--- src/rtl/exc_pkg.sv ---
// rtl/exc_pkg.sv - shared constants and types for the exception controller
package exc_pkg;

  // Bit positions inside mem_exc
  localparam int IF_ADEL   = 0;
  localparam int IF_REFILL = 1;
  localparam int IF_INV    = 2;
  localparam int RI        = 3;
  localparam int SYS       = 4;
  localparam int BP        = 5;
  localparam int OV        = 6;
  localparam int D_ADEL    = 7;
  localparam int D_ADES    = 8;
  localparam int D_REFILL  = 9;
  localparam int D_INV     = 10;
  localparam int MOD       = 11;

  localparam logic [4:0] EXC_INT  = 5'd0;
  localparam logic [4:0] EXC_MOD  = 5'd1;
  localparam logic [4:0] EXC_TLBL = 5'd2;
  localparam logic [4:0] EXC_TLBS = 5'd3;
  localparam logic [4:0] EXC_ADEL = 5'd4;
  localparam logic [4:0] EXC_ADES = 5'd5;
  localparam logic [4:0] EXC_SYS  = 5'd8;
  localparam logic [4:0] EXC_BP   = 5'd9;
  localparam logic [4:0] EXC_RI   = 5'd10;
  localparam logic [4:0] EXC_OV   = 5'd12;

  localparam logic [31:0] OFS_REFILL  = 32'h0000_0000;
  localparam logic [31:0] OFS_GENERAL = 32'h0000_0180;
  localparam logic [31:0] OFS_INT     = 32'h0000_0200;
  localparam logic [31:0] OFS_BEV     = 32'h0000_0200;

  typedef struct packed {
    logic       hit;
    logic [4:0] code;
    logic       is_if;
    logic       is_tlb;
    logic       is_refill;
    logic       badv;
  } prio_t;

  function automatic logic [31:0] vec_offset(input prio_t p, input logic in_exl,
                                             input logic special_int_vec);
    if (p.is_refill && !in_exl)
      return OFS_REFILL;
    else if (p.code == EXC_INT && special_int_vec)
      return OFS_INT;
    else
      return OFS_GENERAL;
  endfunction

endpackage

--- src/rtl/exc_ctrl_if.sv ---
// rtl/exc_ctrl_if.sv - CP0 update strobe and fetch redirect handshake
interface exc_ctrl_if;
  logic        en_exp_o;
  logic [31:0] exp_epc;
  logic        exp_bd;
  logic [4:0]  exp_code;
  logic [31:0] exp_bad_vaddr;
  logic        exp_badv_we;
  logic [7:0]  exp_asid;
  logic        exp_asid_we;
  logic        clean_exl;
  logic        flush;
  logic        redirect_valid;
  logic [31:0] redirect_pc;
  logic        redirect_ready;

  modport master (
    output en_exp_o, exp_epc, exp_bd, exp_code, exp_bad_vaddr, exp_badv_we,
           exp_asid, exp_asid_we, clean_exl, flush, redirect_valid, redirect_pc,
    input  redirect_ready
  );

  modport slave (
    input  en_exp_o, exp_epc, exp_bd, exp_code, exp_bad_vaddr, exp_badv_we,
           exp_asid, exp_asid_we, clean_exl, flush, redirect_valid, redirect_pc,
    output redirect_ready
  );
endinterface

--- src/rtl/exc_prio_enc.sv ---
// rtl/exc_prio_enc.sv - fixed-priority encoder over interrupt and exception flags
module exc_prio_enc
  import exc_pkg::*;
(
  input  logic        irq,
  input  logic [11:0] exc,
  input  logic        is_store,
  output prio_t       res
);

  always_comb begin
    res     = '0;
    res.hit = 1'b1;
    if (irq) begin
      res.code = EXC_INT;
    end else if (exc[IF_ADEL]) begin
      res.code  = EXC_ADEL;
      res.is_if = 1'b1;
      res.badv  = 1'b1;
    end else if (exc[IF_REFILL] || exc[IF_INV]) begin
      res.code      = EXC_TLBL;
      res.is_if     = 1'b1;
      res.is_tlb    = 1'b1;
      res.is_refill = exc[IF_REFILL];
      res.badv      = 1'b1;
    end else if (exc[RI]) begin
      res.code = EXC_RI;
    end else if (exc[SYS]) begin
      res.code = EXC_SYS;
    end else if (exc[BP]) begin
      res.code = EXC_BP;
    end else if (exc[OV]) begin
      res.code = EXC_OV;
    end else if (exc[D_ADEL]) begin
      res.code = EXC_ADEL;
      res.badv = 1'b1;
    end else if (exc[D_ADES]) begin
      res.code = EXC_ADES;
      res.badv = 1'b1;
    end else if (exc[D_REFILL] || exc[D_INV]) begin
      res.code      = is_store ? EXC_TLBS : EXC_TLBL;
      res.is_tlb    = 1'b1;
      res.is_refill = exc[D_REFILL];
      res.badv      = 1'b1;
    end else if (exc[MOD]) begin
      res.code   = EXC_MOD;
      res.is_tlb = 1'b1;
      res.badv   = 1'b1;
    end else begin
      res.hit = 1'b0;
    end
  end

endmodule

--- src/rtl/exc_ctrl.sv ---
// rtl/exc_ctrl.sv - precise exception controller at commit; EXC_IRQ_SYNC_EN adds a 2-flop hardware_int synchronizer
module exc_ctrl
  import exc_pkg::*;
#(
  parameter logic [31:0] RESET_VEC = 32'hBFC0_0000
) (
  input  logic        clk,
  input  logic        rst,
  input  logic        mem_valid,
  input  logic [31:0] mem_pc,
  input  logic        mem_bd,
  input  logic [11:0] mem_exc,
  input  logic        mem_is_store,
  input  logic [31:0] mem_if_vaddr,
  input  logic [31:0] mem_d_vaddr,
  input  logic        mem_eret,
  input  logic [5:0]  hardware_int,
  input  logic        timer_int,
  input  logic [1:0]  software_int,
  input  logic [7:0]  interrupt_mask,
  input  logic        allow_int,
  input  logic        in_exl,
  input  logic        special_int_vec,
  input  logic        boot_exp_vec,
  input  logic [19:0] ebase,
  input  logic [31:0] epc,
  input  logic [7:0]  asid,
  exc_ctrl_if.master  cp0
);

  localparam logic [0:0] S_IDLE     = 1'b0;
  localparam logic [0:0] S_REDIRECT = 1'b1;

  logic [5:0] hw_s;

`ifdef EXC_IRQ_SYNC_EN
  logic [11:0] sync_d, sync_q;

  always_comb sync_d = {sync_q[5:0], hardware_int};

  always_ff @(posedge clk) begin
    if (rst) sync_q <= '0;
    else     sync_q <= sync_d;
  end

  assign hw_s = sync_q[11:6];
`else
  assign hw_s = hardware_int;
`endif

  logic [7:0] ip;
  logic       irq;
  prio_t      pr;

  assign ip  = {hw_s[5] | timer_int, hw_s[4:0], software_int};
  assign irq = allow_int & ~in_exl & (|(ip & interrupt_mask));

  exc_prio_enc u_prio (
    .irq      (irq),
    .exc      (mem_exc),
    .is_store (mem_is_store),
    .res      (pr)
  );

  logic [31:0] vec_base, vec_pc;
  assign vec_base = boot_exp_vec ? (RESET_VEC + OFS_BEV) : {ebase, 12'h000};
  assign vec_pc   = vec_base + vec_offset(pr, in_exl, special_int_vec);

  logic [0:0]  state_d, state_q;
  logic        en_exp_d, en_exp_q;
  logic [31:0] epc_d, epc_q;
  logic        bd_d, bd_q;
  logic [4:0]  code_d, code_q;
  logic [31:0] badv_d, badv_q;
  logic        badv_we_d, badv_we_q;
  logic [7:0]  asid_d, asid_q;
  logic        asid_we_d, asid_we_q;
  logic        clean_exl_d, clean_exl_q;
  logic        flush_d, flush_q;
  logic        rv_d, rv_q;
  logic [31:0] rpc_d, rpc_q;

  always_comb begin
    state_d     = state_q;
    en_exp_d    = 1'b0;
    clean_exl_d = 1'b0;
    badv_we_d   = 1'b0;
    asid_we_d   = 1'b0;
    epc_d       = epc_q;
    bd_d        = bd_q;
    code_d      = code_q;
    badv_d      = badv_q;
    asid_d      = asid_q;
    flush_d     = flush_q;
    rv_d        = rv_q;
    rpc_d       = rpc_q;
    case (state_q)
      S_IDLE: begin
        if (mem_valid && pr.hit) begin
          en_exp_d  = 1'b1;
          epc_d     = mem_bd ? (mem_pc - 32'd4) : mem_pc;
          bd_d      = mem_bd;
          code_d    = pr.code;
          badv_d    = pr.is_if ? mem_if_vaddr : mem_d_vaddr;
          badv_we_d = pr.badv;
          asid_d    = asid;
          asid_we_d = pr.is_tlb;
          flush_d   = 1'b1;
          rv_d      = 1'b1;
          rpc_d     = vec_pc;
          state_d   = S_REDIRECT;
        end else if (mem_valid && mem_eret) begin
          clean_exl_d = 1'b1;
          flush_d     = 1'b1;
          rv_d        = 1'b1;
          rpc_d       = epc;
          state_d     = S_REDIRECT;
        end
      end
      S_REDIRECT: begin
        // Commit inputs are ignored here; only the fetch handshake matters
        if (rv_q && cp0.redirect_ready) begin
          flush_d = 1'b0;
          rv_d    = 1'b0;
          state_d = S_IDLE;
        end
      end
      default: state_d = S_IDLE;
    endcase
  end

  always_ff @(posedge clk) begin
    if (rst) begin
      state_q     <= S_IDLE;
      en_exp_q    <= 1'b0;
      epc_q       <= '0;
      bd_q        <= 1'b0;
      code_q      <= '0;
      badv_q      <= '0;
      badv_we_q   <= 1'b0;
      asid_q      <= '0;
      asid_we_q   <= 1'b0;
      clean_exl_q <= 1'b0;
      flush_q     <= 1'b0;
      rv_q        <= 1'b0;
      rpc_q       <= '0;
    end else begin
      state_q     <= state_d;
      en_exp_q    <= en_exp_d;
      epc_q       <= epc_d;
      bd_q        <= bd_d;
      code_q      <= code_d;
      badv_q      <= badv_d;
      badv_we_q   <= badv_we_d;
      asid_q      <= asid_d;
      asid_we_q   <= asid_we_d;
      clean_exl_q <= clean_exl_d;
      flush_q     <= flush_d;
      rv_q        <= rv_d;
      rpc_q       <= rpc_d;
    end
  end

  assign cp0.en_exp_o       = en_exp_q;
  assign cp0.exp_epc        = epc_q;
  assign cp0.exp_bd         = bd_q;
  assign cp0.exp_code       = code_q;
  assign cp0.exp_bad_vaddr  = badv_q;
  assign cp0.exp_badv_we    = badv_we_q;
  assign cp0.exp_asid       = asid_q;
  assign cp0.exp_asid_we    = asid_we_q;
  assign cp0.clean_exl      = clean_exl_q;
  assign cp0.flush          = flush_q;
  assign cp0.redirect_valid = rv_q;
  assign cp0.redirect_pc    = rpc_q;

endmodule
--- src/flat_wrapper.sv ---
// flat-port wrapper written by rule: the top's interface ports become plain ports
module exc_ctrl_flat import exc_pkg::*;
#(
  parameter logic [31:0] RESET_VEC = 32'hBFC0_0000
)
  (clk, rst, mem_valid, mem_pc, mem_bd, mem_exc, mem_is_store, mem_if_vaddr, mem_d_vaddr, mem_eret, hardware_int, timer_int, software_int, interrupt_mask, allow_int, in_exl, special_int_vec, boot_exp_vec, ebase, epc, asid, cp0_en_exp_o, cp0_exp_epc, cp0_exp_bd, cp0_exp_code, cp0_exp_bad_vaddr, cp0_exp_badv_we, cp0_exp_asid, cp0_exp_asid_we, cp0_clean_exl, cp0_flush, cp0_redirect_valid, cp0_redirect_pc, cp0_redirect_ready);
  exc_ctrl_if cp0_i ();
  input  logic clk;
  input  logic rst;
  input  logic mem_valid;
  input  logic [31:0] mem_pc;
  input  logic mem_bd;
  input  logic [11:0] mem_exc;
  input  logic mem_is_store;
  input  logic [31:0] mem_if_vaddr;
  input  logic [31:0] mem_d_vaddr;
  input  logic mem_eret;
  input  logic [5:0] hardware_int;
  input  logic timer_int;
  input  logic [1:0] software_int;
  input  logic [7:0] interrupt_mask;
  input  logic allow_int;
  input  logic in_exl;
  input  logic special_int_vec;
  input  logic boot_exp_vec;
  input  logic [19:0] ebase;
  input  logic [31:0] epc;
  input  logic [7:0] asid;
  output wire logic [$bits(cp0_i.en_exp_o)-1:0] cp0_en_exp_o;
  output wire logic [$bits(cp0_i.exp_epc)-1:0] cp0_exp_epc;
  output wire logic [$bits(cp0_i.exp_bd)-1:0] cp0_exp_bd;
  output wire logic [$bits(cp0_i.exp_code)-1:0] cp0_exp_code;
  output wire logic [$bits(cp0_i.exp_bad_vaddr)-1:0] cp0_exp_bad_vaddr;
  output wire logic [$bits(cp0_i.exp_badv_we)-1:0] cp0_exp_badv_we;
  output wire logic [$bits(cp0_i.exp_asid)-1:0] cp0_exp_asid;
  output wire logic [$bits(cp0_i.exp_asid_we)-1:0] cp0_exp_asid_we;
  output wire logic [$bits(cp0_i.clean_exl)-1:0] cp0_clean_exl;
  output wire logic [$bits(cp0_i.flush)-1:0] cp0_flush;
  output wire logic [$bits(cp0_i.redirect_valid)-1:0] cp0_redirect_valid;
  output wire logic [$bits(cp0_i.redirect_pc)-1:0] cp0_redirect_pc;
  input wire logic [$bits(cp0_i.redirect_ready)-1:0] cp0_redirect_ready;
  assign cp0_en_exp_o = cp0_i.en_exp_o;
  assign cp0_exp_epc = cp0_i.exp_epc;
  assign cp0_exp_bd = cp0_i.exp_bd;
  assign cp0_exp_code = cp0_i.exp_code;
  assign cp0_exp_bad_vaddr = cp0_i.exp_bad_vaddr;
  assign cp0_exp_badv_we = cp0_i.exp_badv_we;
  assign cp0_exp_asid = cp0_i.exp_asid;
  assign cp0_exp_asid_we = cp0_i.exp_asid_we;
  assign cp0_clean_exl = cp0_i.clean_exl;
  assign cp0_flush = cp0_i.flush;
  assign cp0_redirect_valid = cp0_i.redirect_valid;
  assign cp0_redirect_pc = cp0_i.redirect_pc;
  assign cp0_i.redirect_ready = cp0_redirect_ready;
  exc_ctrl #(.RESET_VEC(RESET_VEC)) u_core (.clk(clk), .rst(rst), .mem_valid(mem_valid), .mem_pc(mem_pc), .mem_bd(mem_bd), .mem_exc(mem_exc), .mem_is_store(mem_is_store), .mem_if_vaddr(mem_if_vaddr), .mem_d_vaddr(mem_d_vaddr), .mem_eret(mem_eret), .hardware_int(hardware_int), .timer_int(timer_int), .software_int(software_int), .interrupt_mask(interrupt_mask), .allow_int(allow_int), .in_exl(in_exl), .special_int_vec(special_int_vec), .boot_exp_vec(boot_exp_vec), .ebase(ebase), .epc(epc), .asid(asid), .cp0(cp0_i));
endmodule
--- config.mk ---
export PLATFORM = sky130hd
export DESIGN_NAME = exc_ctrl_flat
export DESIGN_NICKNAME = d
export VERILOG_FILES = /design/src/rtl/exc_pkg.sv /design/src/rtl/exc_ctrl_if.sv /design/src/rtl/exc_prio_enc.sv /design/src/rtl/exc_ctrl.sv /design/src/flat_wrapper.sv
export SDC_FILE = /design/constraint.sdc
export NUM_CORES = 1
export LEC_CHECK = 0
export ABC_CLOCK_PERIOD_IN_PS = 4730
export CAP_MARGIN = 20
export CORE_MARGIN = 4
export CORE_UTILIZATION = 42
export CTS_CLUSTER_SIZE = 40
export DETAILED_ROUTE_END_ITERATION = 7
export PLACE_DENSITY = 0.86
export SLEW_MARGIN = 20
export SYNTH_ARGS = -nofsm -noshare
export SYNTH_HDL_FRONTEND = slang
export SYNTH_SLANG_ARGS = --single-unit
--- constraint.sdc ---
create_clock -name clk -period 4.73 [get_ports clk]
set_clock_uncertainty 0.1 [all_clocks]
set_input_delay 0.946 -clock clk [delete_from_list [all_inputs] [get_ports clk]]
set_output_delay 0.946 -clock clk [all_outputs]
set_load 0.01 [all_outputs]
**Word level (Yosys, flattened, before mapping)**

Cells that the tools add are included.

- Register bits after elaboration: 116
- Bits of input ports: 196
- Logic and storage cells: 92

- $add $sub $neg: 2
- Eq/ne operators: 2
- Mux-type cells: 51
- Bitwise operators: 7
- Reduce and logical (&&, ||, !) cells: 18

Operators by type and width:

| kind | number |
|---|---|
| 2-to-1 mux 32 bit | 6 |
| adder 32 bit | 1 |
| subtractor 32 x 3 -> 32 bit, second input constant | 1 |
| 2-to-1 mux 4 bit | 7 |
| 2-to-1 mux 1 bit | 23 |
| 2-to-1 mux 3 bit | 7 |
| 2-to-1 mux 10 bit | 1 |
| AND 8 bit | 1 |
| 2-to-1 mux 2 bit | 4 |
| OR reduction 8 bit | 1 |
| AND reduction 2 bit | 3 |
| logical AND 1 bit | 5 |
| logical NOT 5 bit | 1 |
| 2-to-1 mux 5 bit | 1 |
| OR reduction 5 bit | 1 |
| one-hot mux 1 bit (2 select lines) | 2 |
| OR reduction 4 bit | 1 |
| inequality test 3 x 1 -> 1 bit, second input constant | 1 |
| inverter 1 bit | 3 |
| OR reduction 3 bit | 1 |
| AND 1 bit | 2 |
| logical OR 1 bit | 2 |
| inequality test 2 bit, second input constant | 1 |
| nonzero test 2 bit | 1 |
| other kinds (3) | 3 |

**Longest topological paths before layout**

- Depth after elaboration: 17
- Mapped depth: 9

**Modules after synthesis**

Synthesis repeated with hierarchy kept, for this count alone.

- Cell total of the unflattened synthesis: 638
- Area, all modules: 5425.2 um^2

Modules (own cells, without submodules):

| module | instances | cells each | area an instance (um^2) | sequential area each (um^2) |
|---|---|---|---|---|
| exc_ctrl | 1 | 606 | 5226.3 | 2322.2 |
| exc_prio_enc | 1 | 32 | 198.9 | 0.0 |

**Worst setup path after synthesis**

No wires, ideal clock.

- Path kind: input-to-reg
- From: in mem_exc[10]
- To: reg u_core.rpc_q[23] (netlist: u_core.cp0.redirect_pc[23])
- Library setup time: 117 ps
- Arrival time: 2683 ps
- Required time: 4513 ps
- Slack: 1829 ps
- Stages on the path: 8
- Buffers on the path: 2
- Path through: or4_1 -> o311a_1 -> o21a_4 -> nor3_4 -> buf_4 -> buf_4 -> nand2_1 -> a32o_1

- Cells in the longest elaborated chain, start to end: 17

RTL lines:

| what | RTL line | text |
|---|---|---|
| start, declared | flat_wrapper.sv:13 | `input logic [11:0] mem_exc;` |
| logical OR 1 bit * | exc_prio_enc.sv:40 | `end else if (exc[D_REFILL] \|\| exc[D_INV]) begin` |
| 2-to-1 mux 2 bit | exc_prio_enc.sv:40 |  |
| 2-to-1 mux 3 bit | exc_prio_enc.sv:37 | `end else if (exc[D_ADES]) begin` |
| 2-to-1 mux 3 bit | exc_prio_enc.sv:34 | `end else if (exc[D_ADEL]) begin` |
| 2-to-1 mux 4 bit | exc_prio_enc.sv:32 | `end else if (exc[OV]) begin` |
| 2-to-1 mux 4 bit | exc_prio_enc.sv:30 | `end else if (exc[BP]) begin` |
| 2-to-1 mux 4 bit | exc_prio_enc.sv:28 | `end else if (exc[SYS]) begin` |
| 2-to-1 mux 4 bit | exc_prio_enc.sv:26 | `end else if (exc[RI]) begin` |
| 2-to-1 mux 4 bit | exc_prio_enc.sv:20 | `end else if (exc[IF_REFILL] \|\| exc[IF_INV]) begin` |
| 2-to-1 mux 5 bit | exc_prio_enc.sv:16 | `end else if (exc[IF_ADEL]) begin` |
| 2-to-1 mux 4 bit | exc_prio_enc.sv:14 | `if (irq) begin` |
| logical NOT 5 bit | exc_pkg.sv:47 | `else if (p.code == EXC_INT && special_int_vec)` |
| logical AND 1 bit | exc_pkg.sv:47 |  |
| 2-to-1 mux 10 bit | exc_pkg.sv:47 |  |
| 2-to-1 mux 32 bit | exc_pkg.sv:45 | `if (p.is_refill && !in_exl)` |
| adder 32 bit | exc_ctrl.sv:67 | `assign vec_pc = vec_base + vec_offset(pr, in_exl, special_int_vec);` |
| 2-to-1 mux 32 bit | exc_ctrl.sv:99 | `if (mem_valid && pr.hit) begin` |
| end signal, assigned | exc_ctrl.sv:160 | `rpc_q <= rpc_d;` |
| end, declared | exc_ctrl.sv:81 | `logic [31:0] rpc_d, rpc_q;` |

Every way passes the cells marked *; elsewhere a longest branch is shown, timed or not.
A chain may end at the register's enable or synchronous reset.

**Final worst setup path**

- From: in mem_exc[6]
- To: reg u_core.rpc_q[8] (netlist: u_core.cp0.redirect_pc[8])

- Cells in the longest elaborated chain, start to end: 13

RTL lines:

| what | RTL line |
|---|---|
| 2-to-1 mux 4 bit | exc_prio_enc.sv:32 |
| 2-to-1 mux 4 bit | exc_prio_enc.sv:30 |
| 2-to-1 mux 4 bit | exc_prio_enc.sv:28 |
| 2-to-1 mux 4 bit | exc_prio_enc.sv:26 |
| 2-to-1 mux 4 bit | exc_prio_enc.sv:20 |
| 2-to-1 mux 5 bit | exc_prio_enc.sv:16 |
| 2-to-1 mux 4 bit | exc_prio_enc.sv:14 |
| logical NOT 5 bit | exc_pkg.sv:47 |
| logical AND 1 bit | exc_pkg.sv:47 |
| 2-to-1 mux 10 bit | exc_pkg.sv:47 |
| 2-to-1 mux 32 bit | exc_pkg.sv:45 |
| adder 32 bit | exc_ctrl.sv:67 |
| 2-to-1 mux 32 bit | exc_ctrl.sv:99 |

Parallel ways exist; a longest one is shown, timed or not.

==> implementation parameters <==
Parameter                              Value

Status
  Run status    finished clean

Timing
  Highest clock rate    0.294 GHz
  Rel. slew slack    40.4%
  Endpoints failing setup    0
  Final critical path time including I/O delays and setup    3410 ps
  Final count of hold timing violations    0
  Final-layout worst hold slack    ~360 ps
  Setup tns final    0 ps
  Final worst path period share    72.0%
  Transition time of the tightest slew-check pin    887 ps
  Count of final max-slew check failures    0
  Unrepaired setup endpoints after global routing    no

Place
  Post-DP HPWL    14500 um
  Number of input and output port buffers inserted    310
  Total cell area at the placement stage    8640 sq um
  Inst Count DP    roughly 1000
  RD Place Congestion    0.879

Critical path
  Dominant cell type by count on the critical path    nor3_1
  WP data arrival    3610 ps
  Setup slack on the worst flop-to-flop path    2590 ps
  Reg-to-reg startpoint    u_core.state_q$_SDFF_PP0_
  Master of the slowest instance on the critical path    nor3_4
  Worst EP required    4940 ps
  Crit start category    primary input
  Critical register-to-register path endpoint    u_core.cp0.redirect_pc[1]$_SDFFE_PP0P_
  Crit Path Category    in -> reg
  Cell family with the largest share of critical-path delay    simple AND/OR/NAND/NOR gates
  Cell breakdown of the critical path    clkdlybuf4s50_1, nor3_1, nand4_1, nor3_4, a211oi_1, nor3_1
  Max stage delay on crit path    740 ps
  Type of destination of the critical path    flip-flop
  Worst-case reg-to-reg path depth    5
  Peak fanout along the critical path    23
  CP bufs+invs    1

Synth
  Synthesis Warnings    0
  Number of different library cells in the post-synthesis netlist    a little over 60
  Most instantiated flip-flop cell in the synthesis netlist    dfxtp_1
  Fraction of post-synthesis cell area in the top cell type by area    42.2%
  Cell type with the largest total area after synthesis    dfxtp_1
  Top cells by count, synth    dfxtp_1 (115), nor2_1 (98), a211oi_1 (72)
  Cell with the most instances after synthesis    dfxtp_1
  Number of cells produced by synthesis    605
  Fraction of registers with async set or reset after synthesis    0%
  Number of synthesized register bits    115
  Netlist Area Pre-Place    between 5000 and 6000 sq um
  Sequential-to-total area share from yosys stat    around 42%
  Synthesized area divided by synthesized cell count    9.02 sq um
  Top post-synthesis cells by area    dfxtp_1 (42%), a211oi_1 (9.9%), nor2_1 (6.7%)
  Synthesized Nets    roughly 800
  Number of enable flip-flop cells after synthesis    0

Drt
  Post-route DRC violation count    0
  Total vias in the final route    5758
  First drt pass iteration count    4
  Detail-routed via count per cell    5.33
  Total Routed Length    just under 20000 um
  Routed length per placed instance    18.1 um
  Number of DRC markers in iteration 0    ~400
  DRT antenna net count    0

Floorplan
  Placeable core region    12700 sq um
  Boundary Pins    approximately 310
  Y dimension of the die    122 um
  Effective utilization at floorplan    a little over two fifths
  Number of placement rows    41
  Area enclosed by the die boundary    ~15000 sq um
  Horizontal die dimension    122 um

Clock tree
  Clock tree from TritonCTS    yes
  Total clock buffers created by CTS    17
  Number of hold-repair buffers added at the cts stage    0
  Number of gates resized after CTS    0
  Number of post-CTS setup repair buffers    0
  Register clock-pin slew on the reported worst setup and hold paths    approximately 60 ps
  Largest buffer count on any clock path    2
  Level count of the clock H-tree    4
  Clock sink count    115
  CTS Root Cell    clkbuf_16
  Clock Latency Late Sink    410 ps

Global routing
  Number of global-route vias before repair    5713
  Global routing usage summed across all routing layers    25.5%
  First-pass GRT wire length    between 20000 and 30000 um
  GRT Residual Overflow    0
  Initial antenna violation count    0
  Largest net degree at the start of global routing    about 140

Layout
  Final Instance Area    9330 sq um
  Number of antenna cells inserted    0
  Layout cell share with drive strength beyond 1    7.27%
  Filler-free cell count of the finished design    1080
  Post-layout net count    roughly 1100
  Area grow syn2layout    71.1%
  Area of the multi-input gates    2950 sq um
  Sequential cell area    2300 sq um
  Fill count    943

Worst hold path
  Cell depth of the worst min-delay path    2
  Destination of the worst hold path    u_core.cp0.exp_bd$_SDFFE_PP0P_
  Worst min-delay path class    reg -> reg
  Worst min-delay path startpoint    u_core.cp0.exp_bd$_SDFFE_PP0P_

Power
  Worst vdd ir    0.267 mV
  Internal power    0.00242 W
  Pwr per Cell Area    between 300 and 400 nW/um^2
  Static leakage    3.36 nW
  Fraction of power consumed by sequential logic    about a third
  Portion of total power attributed to the clock network    46.0%
  Net Sw Power    0.000769 W
  Share of total power in combinational logic    20.0%
  PnR Total Power    0.00319 W
  Fraction of power spent switching nets    around a quarter

Job
  Max_cap viols    0
==> layout by cell type (no fill, tap or decap), types with 4 or more instances in the layout <==
master,n
a32oi_1,9
nor3_2,4
nor4_2,7
bufinv_16,6
nor3_1,13
a22oi_1,8
xor2_1,7
clkdlybuf4s50_1,309
buf_4,7
a211oi_1,72
o21ai_0,5
nand2_1,55
xnor2_1,20
a32o_1,9
or4_1,5
inv_1,4
nand2b_1,8
or3_1,14
a21oi_1,18
mux2i_1,34
clkbuf_16,17
clkinvlp_4,6
dfxtp_1,115
nor2_1,98
==> cell type report <==
cell class              instances  area share [%]
repair buffers                317            33.9
well taps                     172            2.31
clock inverters                13            2.47
inverters                       4           0.161
clock buffers                  19            4.85
flip-flops and latches        115            24.7
multi-input cells             440            31.6
==> worst register-to-register path: stages, from the launching register on <==
cell,delay [ps]
dfxtp_1,340
nor2b_1,510
nand2_1,140
nor4_2,690
a22oi_1,160
nor2_1,140
==> how the worst max path moves through the flow <==
stage	start	endpoint	cells past startpoint
after floorplan	mem_exc[10]	u_core.cp0.redirect_pc[23]$_SDFFE_PP0P_	8
after global placement	hardware_int[1]	u_core.cp0.exp_code[3]$_SDFFE_PP0P_	7
after detailed placement	hardware_int[1]	u_core.cp0.exp_code[3]$_SDFFE_PP0P_	7
after CTS	mem_exc[6]	u_core.cp0.redirect_pc[8]$_SDFFE_PP0P_	6
after global routing	mem_exc[6]	u_core.cp0.redirect_pc[8]$_SDFFE_PP0P_	6
final	mem_exc[6]	u_core.cp0.redirect_pc[8]$_SDFFE_PP0P_	6
==> per-stage QoR <==
stage | util, % | setup slack, ps
final | 73.7 | 1320
after global routing | 73.7 | 1080
after CTS | 73.6 | 1310
after detailed placement | 68.2 | 885
after global placement | 68.2 | 1010
after floorplan | - | 1830
==> routing by layer <==
layer | part of all wire, % | vias to the layer above | global-route usage [%]
met2 | 50 | 230 | 44.6
met3 | 8.7 | 43 | 8.40
met1 | 38 | 2675 | 28.3
li1 | - | 2810 | -
met5 | 0 | - | 0
met4 | 3.2 | 0 | 10.9
==> power by group through the flow <==
stage                     Clock [W]  Combinational [W]  Sequential, W
final                       0.00147           0.000639        0.00108
after global routing        0.00154           0.000685        0.00109
after CTS                   0.00149           0.000641        0.00108
after global placement            0           0.000624        0.00110
after floorplan                   0           0.000216        0.00114
after detailed placement          0           0.000634        0.00110
==> registers in the layout, summed over array words and instances, names as in the netlist <==
signal,flops
u_core.cp0.clean_exl,1
u_core.cp0.exp_badv_we,1
u_core.cp0.en_exp_o,1
u_core.cp0.redirect_pc,32
u_core.cp0.exp_epc,32
u_core.cp0.exp_bad_vaddr,32
u_core.state_q,1
u_core.cp0.exp_asid,8
u_core.cp0.exp_code,4
u_core.cp0.exp_asid_we,1
u_core.cp0.flush,1
u_core.cp0.exp_bd,1
==> cells by family after synthesis <==
| logic type | after synthesis | synth area share [%] |
|---|---|---|
| AND/OR/NAND/NOR | 228 | 21.5 |
| other | 1 | 0.0687 |
| multiplexers | 34 | 6.24 |
| AO/OA/AOI/OAI | 148 | 21.1 |
| flip-flops | 115 | 42.2 |
| adder cells (fa/ha/maj) | 2 | 0.459 |
| buffers and inverters | 50 | 4.15 |
| XOR/XNOR | 27 | 4.33 |
Power figures use the tool's default switching activity.
